===== config.mk =====
export PLATFORM = sky130hd
export DESIGN_NAME = fsm_sequencer
export DESIGN_NICKNAME = d
export VERILOG_FILES = /design/src/rtl/fsm_pkg.sv /design/src/rtl/sat_counter.sv /design/src/rtl/fsm_sequencer.sv
export SDC_FILE = /design/constraint.sdc
export NUM_CORES = 1
export LEC_CHECK = 0
export ABC_AREA = 1
export CAP_MARGIN = 20
export CORE_ASPECT_RATIO = 0.75
export CORE_MARGIN = 3
export CORE_UTILIZATION = 34
export CTS_BUF_LIST = sky130_fd_sc_hd__clkbuf_8 sky130_fd_sc_hd__clkbuf_16
export CTS_CLUSTER_DIAMETER = 40
export DETAILED_ROUTE_END_ITERATION = 10
export DONT_BUFFER_PORTS = 1
export PLACE_DENSITY = 0.58
export SLEW_MARGIN = 15
export SYNTH_ARGS = -nofsm -noshare
export SYNTH_HDL_FRONTEND = slang
export SYNTH_HIERARCHICAL = 1
export SYNTH_SLANG_ARGS = --single-unit

===== constraint.sdc =====
create_clock -name clock -period 1.4 [get_ports clock]
set_input_delay 0.28 -clock clock [delete_from_list [all_inputs] [get_ports clock]]
set_output_delay 0.28 -clock clock [all_outputs]
set_load 0.01 [all_outputs]

===== src/rtl/fsm_pkg.sv =====
// Shared types and constants for the fsm detector sequencer and its tooling.
// Holds the controller state encoding, the default detector latency and the xin idle level.
package fsm_pkg;

  typedef enum logic [1:0] {
    IDLE  = 2'd0,
    SHIFT = 2'd1,
    FLUSH = 2'd2,
    DONE  = 2'd3
  } state_t;

  localparam int   Y_LAT_DEFAULT = 1;
  localparam logic XIN_IDLE      = 1'b0;

endpackage


===== src/rtl/sat_counter.sv =====
// Saturating up-counter with synchronous clear.
// Count updates one cycle after inc; holds at all-ones; no backpressure.
module sat_counter #(
  parameter int CNT_W = 4
) (
  input  logic             clock,
  input  logic             reset_n,
  input  logic             clr,
  input  logic             inc,
  output logic [CNT_W-1:0] count
);

  logic [CNT_W-1:0] count_q;
  logic [CNT_W-1:0] count_d;

  always_comb begin
    count_d = count_q;
    if (clr) begin
      count_d = '0;
    end else if (inc && (count_q != {CNT_W{1'b1}})) begin
      count_d = count_q + CNT_W'(1);
    end
  end

  always_ff @(posedge clock or negedge reset_n) begin
    if (!reset_n) begin
      count_q <= '0;
    end else begin
      count_q <= count_d;
    end
  end

  assign count = count_q;

endmodule


===== src/rtl/fsm_sequencer.sv =====
// Serialises a parallel pattern MSB-first into the fsm detector and collects its responses.
// Accept to done is WIDTH+Y_LAT+1 cycles; in_ready is low while busy, so the requester holds pattern.
module fsm_sequencer
  import fsm_pkg::*;
#(
  parameter int WIDTH = 9,
  parameter int Y_LAT = Y_LAT_DEFAULT,
  parameter int CNT_W = 4
) (
  input  logic             clock,
  input  logic             reset_n,
  input  logic             in_valid,
  output logic             in_ready,
  input  logic [WIDTH-1:0] pattern,
  input  logic             abort,
  output logic             xin_out,
  input  logic             y_in,
  output logic             busy,
  output logic             done,
  output logic [WIDTH-1:0] match_mask,
  output logic [CNT_W-1:0] match_count
);

  localparam int STEP_W = $clog2(WIDTH + Y_LAT + 1);
  localparam logic [STEP_W-1:0] LAST_SHIFT = STEP_W'(WIDTH - 1);
  localparam logic [STEP_W-1:0] LAST_STEP  = STEP_W'(WIDTH + Y_LAT - 1);

  state_t            state_q, state_d;
  logic [STEP_W-1:0] step_q, step_d;
  logic [WIDTH-1:0]  sh_q, sh_d;
  logic [WIDTH-1:0]  mask_q, mask_d;
  logic              xin_q, xin_d;
  logic              done_q, done_d;
  logic              accept;
  logic              cnt_clr;
  logic              cnt_inc;

  assign in_ready = (state_q == IDLE) || (state_q == DONE);
  assign busy     = (state_q == SHIFT) || (state_q == FLUSH);
  assign accept   = in_valid && in_ready;

  always_comb begin
    state_d = state_q;
    step_d  = step_q;
    sh_d    = sh_q;
    mask_d  = mask_q;
    xin_d   = XIN_IDLE;
    done_d  = 1'b0;
    cnt_clr = 1'b0;
    cnt_inc = 1'b0;
    case (state_q)
      IDLE, DONE: begin
        if (accept) begin
          state_d = SHIFT;
          step_d  = '0;
          sh_d    = pattern << 1;
          xin_d   = pattern[WIDTH-1];
          mask_d  = '0;
          cnt_clr = 1'b1;
        end else begin
          state_d = IDLE;
        end
      end
      SHIFT, FLUSH: begin
        if (abort) begin
          state_d = IDLE;
          step_d  = '0;
        end else begin
          // The response for bit i arrives Y_LAT steps after it was driven.
          for (int i = 0; i < WIDTH; i++) begin
            if (step_q == STEP_W'(i + Y_LAT)) begin
              mask_d[i] = y_in;
              cnt_inc   = y_in;
            end
          end
          step_d = step_q + STEP_W'(1);
          if (step_q == LAST_STEP) begin
            state_d = DONE;
            done_d  = 1'b1;
          end else if (step_q == LAST_SHIFT) begin
            state_d = FLUSH;
          end else begin
            xin_d = sh_q[WIDTH-1];
            sh_d  = sh_q << 1;
          end
        end
      end
      default: state_d = IDLE;
    endcase
  end

  always_ff @(posedge clock or negedge reset_n) begin
    if (!reset_n) begin
      state_q <= IDLE;
      step_q  <= '0;
      sh_q    <= '0;
      mask_q  <= '0;
      xin_q   <= XIN_IDLE;
      done_q  <= 1'b0;
    end else begin
      state_q <= state_d;
      step_q  <= step_d;
      sh_q    <= sh_d;
      mask_q  <= mask_d;
      xin_q   <= xin_d;
      done_q  <= done_d;
    end
  end

  sat_counter #(
    .CNT_W(CNT_W)
  ) u_match_cnt (
    .clock  (clock),
    .reset_n(reset_n),
    .clr    (cnt_clr),
    .inc    (cnt_inc),
    .count  (match_count)
  );

  assign xin_out    = xin_q;
  assign done       = done_q;
  assign match_mask = mask_q;

endmodule


* Word level (Yosys, flattened, before mapping) *
Cells that the tools add are included.

word-level totals
  bits of input ports = 14
  bits in registers = 30
  output and inout bits = 17

operators by class
  equal/unequal tests = 27
  reduce and logical (&&, ||, !) cells = 18
  $add $sub $neg = 2
  muxes and demuxes = 48

operators with widths
  operator               number
  $mux W9                6
  $pmux W9 S2            2
  $mux W1                30
  $reduce_and A3 Y1      9
  $ne A2 B2 Y1 const B   13
  $eq A4 B3 Y1 const B   4
  $mux W4                4
  $add A4 B1 Y4 const B  2
  $eq A4 B2 Y1 const B   2
  $eq A4 B4 Y1 const B   2
  $ne A4 B4 Y1 const B   2
  $pmux W4 S2            1
  $mux W2                3
  $eq A2 B2 Y1 const B   2
  $eq A4 B1 Y1 const B   1
  $pmux W2 S2            1
  $reduce_and A4 Y1      1
  $reduce_or A2 Y1       2
  $eq A2 B1 Y1 const B   1
  $logic_and A1 B1 Y1    2
  $logic_not A2 Y1       1
  $logic_or A1 B1 Y1     2
  $pmux W1 S2            1
  $reduce_bool A2 Y1     1

* Logic depth before layout (Yosys ltp) *
Gate-level depths: netlist of the first run.

  depth in word-level cells = 15
  mapped depth = 13
  mapped depth without buffers = 13

* Cells and area by module *
Netlist of the first run, hierarchy kept.

modules (own cells, without submodules)
  module         cells each  times used  area an instance (um2)  seq. area each (um2)
  fsm_sequencer  192         1           1,423.9                 625.6
  sat_counter    29          1           222.7                   100.1

* Least setup slack after synthesis of the first run *
Ideal clock, no wire load.

  path kind = register to register
  start = register step_q[0]
  end = register u_match_cnt.count_q[3] (netlist: u_match_cnt/count[3])
  cell stages (with the launch flop) = 14
  path buffers = 0
  path slack = -0.021 ns
  period minus slack after synthesis = 1.421 ns
  library setup time = 0.118 ns
  arrival = 1.303 ns
  path through = dfrtp_1 inv_1 ha_1 nand3_1 nand2_1 inv_1 nand2_1 nor2_1 nor2_1 nand2_2 nand2_2 inv_2 nand2_1 nand2_1

on the way
  cells in the longest elaborated chain, start to end = 14

RTL lines
  element                         line                  RTL
  start: declaration              fsm_sequencer.sv:29   logic [STEP_W-1:0] step_q, step_d;
  start signal: assignment        fsm_sequencer.sv:102  step_q <= step_d;
  $eq A4 B1 Y1                    fsm_sequencer.sv:71   if (step_q == STEP_W'(i + Y_LAT)) begin
  $mux W1 (8 in a row)            fsm_sequencer.sv:71
  $mux W1 *                       fsm_sequencer.sv:71
  $mux W1 *                       fsm_sequencer.sv:65   if (abort) begin
  $mux W1 *                       fsm_sequencer.sv:51   case (state_q)
  net cnt_inc                     fsm_sequencer.sv:36   logic cnt_inc;
  $logic_and A1 B1 Y1 *           sat_counter.sv:20     end else if (inc && (count_q != {CNT_W{1'b1}})) begin
  $reduce_bool A2 Y1 (no line) *  --
  end signal: assignment          sat_counter.sv:29     count_q <= count_d;
  end: declaration                sat_counter.sv:13     logic [CNT_W-1:0] count_q;

Mark *: on every way through the listed nets, which the timed path passes. The rest lies on a longest branch.
A chain may end at the register's enable or synchronous reset.

* Worst setup path in the final report of the first run *
  start = register step_q[1]
  end = register u_match_cnt.count_q[2] (netlist: u_match_cnt/count[2])

Same word-level chain as after synthesis.

==> results of run 1 <==
-- worst max-delay path, delay by kind of cell (launching register included) --
kind          cells  cell delay [ns]
fa+ha+maj         1             0.16
buf+inv           3             0.21
simple gates      9             0.64
flops             1             0.43
-- placed cells by master (no fill, tap or decap) --
| master | Yosys | routed |
|---|---|---|
| buf_12 | 0 | 2 |
| buf_16 | 0 | 2 |
| buf_4 | 0 | 39 |
| buf_6 | 2 | 6 |
| buf_8 | 0 | 2 |
| clkbuf_8 | 0 | 6 |
| dfrtp_1 | 29 | 27 |
| dfrtp_2 | 0 | 2 |
| dlygate4sd3_1 | 0 | 1 |
| ha_1 | 5 | 1 |
| ha_2 | 0 | 2 |
| ha_4 | 0 | 2 |
| inv_1 | 15 | 12 |
| inv_2 | 3 | 6 |
| inv_4 | 0 | 1 |
| nand2_1 | 96 | 84 |
| nand2_2 | 7 | 14 |
| nand2_4 | 3 | 6 |
| nand2_8 | 1 | 3 |
| nand3_1 | 34 | 30 |
| nand3_2 | 0 | 3 |
| nand3_4 | 0 | 1 |
| nand4_1 | 4 | 4 |
| nor2_1 | 8 | 6 |
| nor2_4 | 1 | 3 |
| o21ai_0 | 8 | 5 |
| o21ai_1 | 0 | 2 |
| o21ai_2 | 0 | 1 |
| or2_1 | 1 | 1 |
| xor2_1 | 2 | 2 |
-- repair_timing --
action,in CTS,in global routing
endpoints found under the hold margin,29,0
resized for setup,28,23
setup buffers,13,6
endpoints found under the setup margin,22,29
hold buffers,2,0
pin swaps,8,7
cloned,2,0
-- cell families after synthesis --
family / Yosys count / share of synthesized area (%)
adders and majority gates: 5 / 3.799
and+or+nand+nor: 155 / 42.55
DFF: 29 / 44.07
AOI/OAI and AO/OA: 8 / 2.432
buffers and inverters: 22 / 6.079
xor gates and xnor gates: 2 / 1.064
-- cell type report --
cell class                 count  area [um2]
fill                         435        2151
sequential                    29       728.2
tap                           57       71.32
clock inverter                 1       3.754
timing repair buffer          52       495.5
clock buffer                   6       82.58
multi-input combinational    170       969.7
inverter                      18       70.07
-- metrics by stage --
| step | setup TNS (ns) | cell area [um2] | power (uW) | hold slack, ns |
|---|---|---|---|---|
| detailed placement | -1.308 | 1941 | 1691 | -0.01467 |
| CTS | -1.208 | 2307 | 2611 | 0.1129 |
| floorplan | -0.007350 | 1664 | 1495 | -0.01559 |
| finish | -1.672 | 2421 | 2646 | 0.1224 |
| global placement | -0.8037 | 1941 | 1685 | -0.01470 |
| global route | -3.549 | 2421 | 2835 | 0.1205 |
-- per-layer routing --
| metal | up-vias | track usage, % | wire length [um] | share of wire, % |
|---|---|---|---|---|
| met4 | 0 | 4.864 | 19 | 0.45 |
| met2 | 24 | 23.76 | 1835 | 43 |
| met1 | 724 | 22.43 | 2212 | 52 |
| met5 | - | 0 | 0 | 0 |
| li1 | 812 | - | - | - |
| met3 | 2 | 5.230 | 199 | 4.7 |
-- sequential cells by signal, summed over array words and instances, names as in the netlist --
register	count
match_mask	9
sh_q	8
step_q	4
u_match_cnt/count	4
state_q	2
done	1
xin_out	1
-- how the worst max path moves through the flow --
stage | startpoint | end | slack (ns) | depth (start not counted)
after global placement | step_q[1] | u_match_cnt/count[2] | -0.1 | 11
after floorplan | state_q[1] | u_match_cnt/count[2] | -0.002 | 11
after CTS | step_q[1] | u_match_cnt/count[2] | -0.12 | 13
after global routing | step_q[1] | u_match_cnt/count[2] | -0.27 | 13
after detailed placement | step_q[1] | u_match_cnt/count[2] | -0.15 | 11
final | step_q[1] | u_match_cnt/count[2] | -0.14 | 13
-- where the power goes --
part	leakage (uW)	internal (uW)	total [uW]	switching (uW)
registers	0.000380	978	1110	128
logic	0.000885	413	849	436
clock network	0.0000485	382	692	310
==> results.toml, run 1 <==
[routing]
avgViaCountPerCell = 4.691
first_pass_iters = 4
routed-via-count = 1562
ant_nets = 0
drt-total-wl_um = 4267
drt_iter0_markers = 46
drc_errors = 0
wire_per_inst_um = 12.81

[timing]
setup_ws_ns = -0.1394
maxSlewViolCount = 0
fmax_mhz = 649.6
min_period_ns = 1.539
period_share_pct = 110.0
hold_violations = 0
worst_slew_pin_slew_ns = 0.2951
max_slew_margin_pct = 80.33
skew_ns = 0.002449
setup_viol = 21
rsz0062_at_grt = "true"

[placed_design]
place_inst = 304
place_ws_ns = -0.1517
port_buffers = 0
place_hpwl_um = 2815
place_congestion = 0.7710

[floorplanning]
num_rows = 21
dieArea_mm2 = 0.005722
initial_core_util_pct = 36.02
core-area_mm2 = 0.004572
io_pins = 31
die_h_um = 66.27
fp.dieW_um = 86.36

[critical_path]
cpPeakStageDelay_ns = 0.43
r2r_cells = 13
crit_top_cell = "nand2_1"
start_kind = "flop"
arrival_ns = 1.70
r2r-end = "u_match_cnt/count[2]"
r2r_slack_ns = -0.14
cp_slowest_cell = "dfrtp_1"
worstReg2RegStart = "step_q[1]"
crit_type = "reg -> reg"
worst-path-max-fanout = 4
worst_setup_path_end_kind = "flop"
cp.required_ns = 1.56
path_cells = "inv_2 > ha_4 > nand3_2 > nand2_1 > inv_1 > nand2_1 > nor2_1 > nor2_1 > nand2_2 > nand2_2 > inv_2 > nand2_1 > nand2_1"

[synthesis]
ys_seq_area_share_pct = 44.07
yosys.cell_types.count = 17
synth_cells = 221
ys_ff_latch = 29
netlist_top_cells_count = "nand2_1, nand3_1, dfrtp_1"
synth-edff-count = 0
syn_area_per_cell_um2 = 7.451
synth-main-ff-cell = "dfrtp_1"
yosys_warnings = 6
synth_top_area_share_pct = 44.07
yosysMostFrequentCell = "nand2_1"
synthTopCellsByArea = "dfrtp_1, nand2_1, nand3_1, ha_1, inv_1"
async_flop_share_pct = 100.0
syn-num-nets = 240
yosys.area.top_type = "dfrtp_1"
synth_area_mm2 = 0.001647

[flow_run]
max_cap_viol_count = 0

[run_status]
violations = "negative setup slack"
outcome = "finished, violations left"

[cts]
cts_tree = "built"
path_clk_slew_ns = 0.06
clkLatencyLatePin_ns = 0.27
htree_levels = 2
cts_inserted_buffers = 5
clk_path_buf_depth = 2
cts-root-buf = "clkbuf_8"
cts_num_sinks = 29

[power_and_ir_drop]
p_leak_uw = 0.001313
p_per_area_mw_per_mm2 = 1093
ir_worst_vdd_mv = 0.7494

[global_route]
gr-total-overflow = 0
grt_pass1_vias = 1558
grt_max_degree = 30
antenna_found_initial = 0
grt_usage_pct = 16.16
grt_pass1_wl_um = 7251

[hold_path]
holdPathEnd = "sh_q[1]"
hold_class = "in -> reg"
whs_path_depth = 2
min-delay-start = "pattern[0]"

[layout]
final_util_pct = 52.96
n_antenna_cell = 0
final_nets = 295
drive_above_1_share_pct = 36.59
synthToLayoutAreaGrowth_pct = 47.04
instances_no_fill = 333
No activity file was read; power rests on OpenSTA's default activity.
==> run 2: changes to the inputs <==
--- a/config.mk
+++ b/config.mk
@@ -14,6 +14,7 @@
 export CTS_CLUSTER_DIAMETER = 40
 export DETAILED_ROUTE_END_ITERATION = 10
 export DONT_BUFFER_PORTS = 1
+export GPL_TIMING_DRIVEN = 0
 export PLACE_DENSITY = 0.58
 export SLEW_MARGIN = 15
 export SYNTH_ARGS = -nofsm -noshare
==> run 2 against run 1 <==
Against the previous run:
- the run still ends with negative setup slack left
- clock power about the same
- hold slack worse by 0.0042 ns
- non-clock buffer count down 38
- final area down 14%
- combinational power down 24%
- utilization down 7.5 points
- via count down 6.3%
- clock skew up 0.0030 ns
- worst setup slack better by 0.040 ns
- sequential cell count unchanged
- wire length down 7.4%
- power down 7.1%
==> results.toml, run 2 (synthesis gave the netlist of run 1 again) <==
[run_status]
outcome = "finished, violations left"
violations = "negative setup slack"

[timing]
setup_ws_ns = -0.09973
rsz0062_at_grt = "true"
max_slew_margin_pct = 80.13
min_period_ns = 1.500
worst_slew_pin_slew_ns = 0.2981
period_share_pct = 107.1
fmax_mhz = 666.8
skew_ns = 0.005491
hold_violations = 0
finalSetupTns_ns = -0.5560
maxSlewViolCount = 0
setup_viol = 14

[power_and_ir_drop]
sequentialPowerShare_pct = 45.8
switching_share_pct = 33.41
cell_internal_pwr_uw = 1636
comb_power_share_pct = 26.1
ir_worst_vdd_mv = 0.7032
clockPowerShare_pct = 28.0
switching_power_uw = 821.0
p_per_area_mw_per_mm2 = 1182
p_leak_uw = 0.001119

[placed_design]
port_buffers = 0
place_congestion = 0.8108
place_hpwl_um = 2711
place_ws_ns = -0.2857

[floorplanning]
num_rows = 21
dieArea_mm2 = 0.005722
core-area_mm2 = 0.004572
io_pins = 31
die_h_um = 66.27
fp.dieW_um = 86.36
initial_core_util_pct = 36.02

[critical_path]
worst-path-max-fanout = 4
r2r_slack_ns = -0.1
start_kind = "flop"
crit_top_cell = "nand2_1"
worst_setup_path_end_kind = "flop"
cp-startpoint = "step_q[0]"
r2r_cells = 13
cp.required_ns = 1.57
crit_type = "reg -> reg"
path_cells = "inv_4 > ha_4 > nand3_2 > nand2_1 > inv_1 > nand2_1 > nor2_2 > nor2_2 > nand2_2 > nand2_2 > inv_2 > nand2_1 > nand2_1"
endpoint = "u_match_cnt/count[0]"
worstReg2RegStart = "step_q[0]"
r2r-end = "u_match_cnt/count[0]"
arrival_ns = 1.67
cpPeakStageDelay_ns = 0.47
cp_slowest_cell = "dfrtp_2"

[global_route]
antenna_found_initial = 0
grt_usage_pct = 15.97
grt_pass1_wl_um = 7120
grt_max_degree = 30
gr-total-overflow = 0
grt_pass1_vias = 1475

[hold_path]
min-delay-start = "pattern[8]"
hold_class = "in -> reg"

[routing]
drt-total-wl_um = 3952
avgViaCountPerCell = 4.946
drc_errors = 0
wire_per_inst_um = 13.35
drt_iter0_markers = 125
ant_nets = 0
first_pass_iters = 4
routed-via-count = 1464

[layout]
synthToLayoutAreaGrowth_pct = 26.29
final_util_pct = 45.48
n_antenna_cell = 0
largest_reg_flops = 9
final_cell_mix = "nand2_1, nand3_1, dfrtp_1"
drive_above_1_share_pct = 23.01
final_nets = 258
final_common_cell = "nand2_1"

[cts]
htree_levels = 2
clkLatencyLatePin_ns = 0.28
clk_path_buf_depth = 2
cts_num_sinks = 29
cts_tree = "built"
path_clk_slew_ns = 0.06
cts_inserted_buffers = 5
cts-root-buf = "clkbuf_8"

[flow_run]
max_cap_viol_count = 0
[run 2: changes by cell type in the layout (fill, tap and decap cells not counted), sizes merged]
| cell | before | now |
|---|---|---|
| nand2 | 107 | 108 |
| bufbuf | 0 | 1 |
| buf | 51 | 11 |
| clkbuf | 6 | 7 |
[run 2: final cells by class]
class / count / area (um2)
Buffer: 4 / 45.04
Clock inverter: 1 / 3.754
Timing Repair Buffer: 10 / 115.1
Clock buffer: 6 / 82.58
Multi-Input combinational cell: 171 / 955.9
Fill cell: 467 / 2492
Inverter: 18 / 75.07
Tap cell: 57 / 71.32
Sequential cell: 29 / 730.7
[run 2: layer usage]
layer / part of all wire, % / track usage (%) / up-vias
li1: - / - / 741
met3: 7.1 / 6.227 / 4
met2: 40 / 22.71 / 31
met5: 0 / 0 / -
met4: 0.38 / 4.086 / 0
met1: 52 / 22.43 / 688
[run 2: how the worst min path moves through the flow]
stage	endpoint	cells after the start	slack, ns
finish	xin_out	2	0.12
detailed placement	match_mask[2]	0	-0.01
global route	sh_q[1]	2	0.14
global placement	match_mask[1]	0	-0.01
CTS	xin_out	2	0.10
floorplan	done	0	-0.02
[run 2: power by group through the flow]
stage	Clock, uW	Sequential, uW	Combinational [uW]
after floorplan	0	1100	392
after global placement	0	1130	478
after detailed placement	0	1130	483
after CTS	717	1130	641
after global routing	740	1150	742
final	689	1130	642
[run 2: what timing repair did]
action,CTS,global route
gates cloned,3,0
gates resized for setup,30,6
hold endpoints to repair,29,0
hold buffers,2,0
pin swaps,12,1
buffers inserted,6,0
setup endpoints to repair,19,26
[run 2: stage by stage]
step	hold slack (ns)	total power [uW]	cells	cell area [um2]
after CTS	0.1050	2485	296	2057
after detailed placement	-0.01473	1617	278	1735
after floorplan	-0.01559	1495	221	1664
after global placement	-0.01476	1608	278	1735
after global routing	0.1446	2628	296	2079
final	0.1182	2457	296	2079
[run 2: worst max-delay path, delay by kind of cell, from the launching register on]
| kind | cells | cell delay [ns] |
|---|---|---|
| DFF | 1 | 0.47 |
| buffers and inverters | 3 | 0.21 |
| adders and majority gates | 1 | 0.14 |
| and+or+nand+nor | 9 | 0.56 |
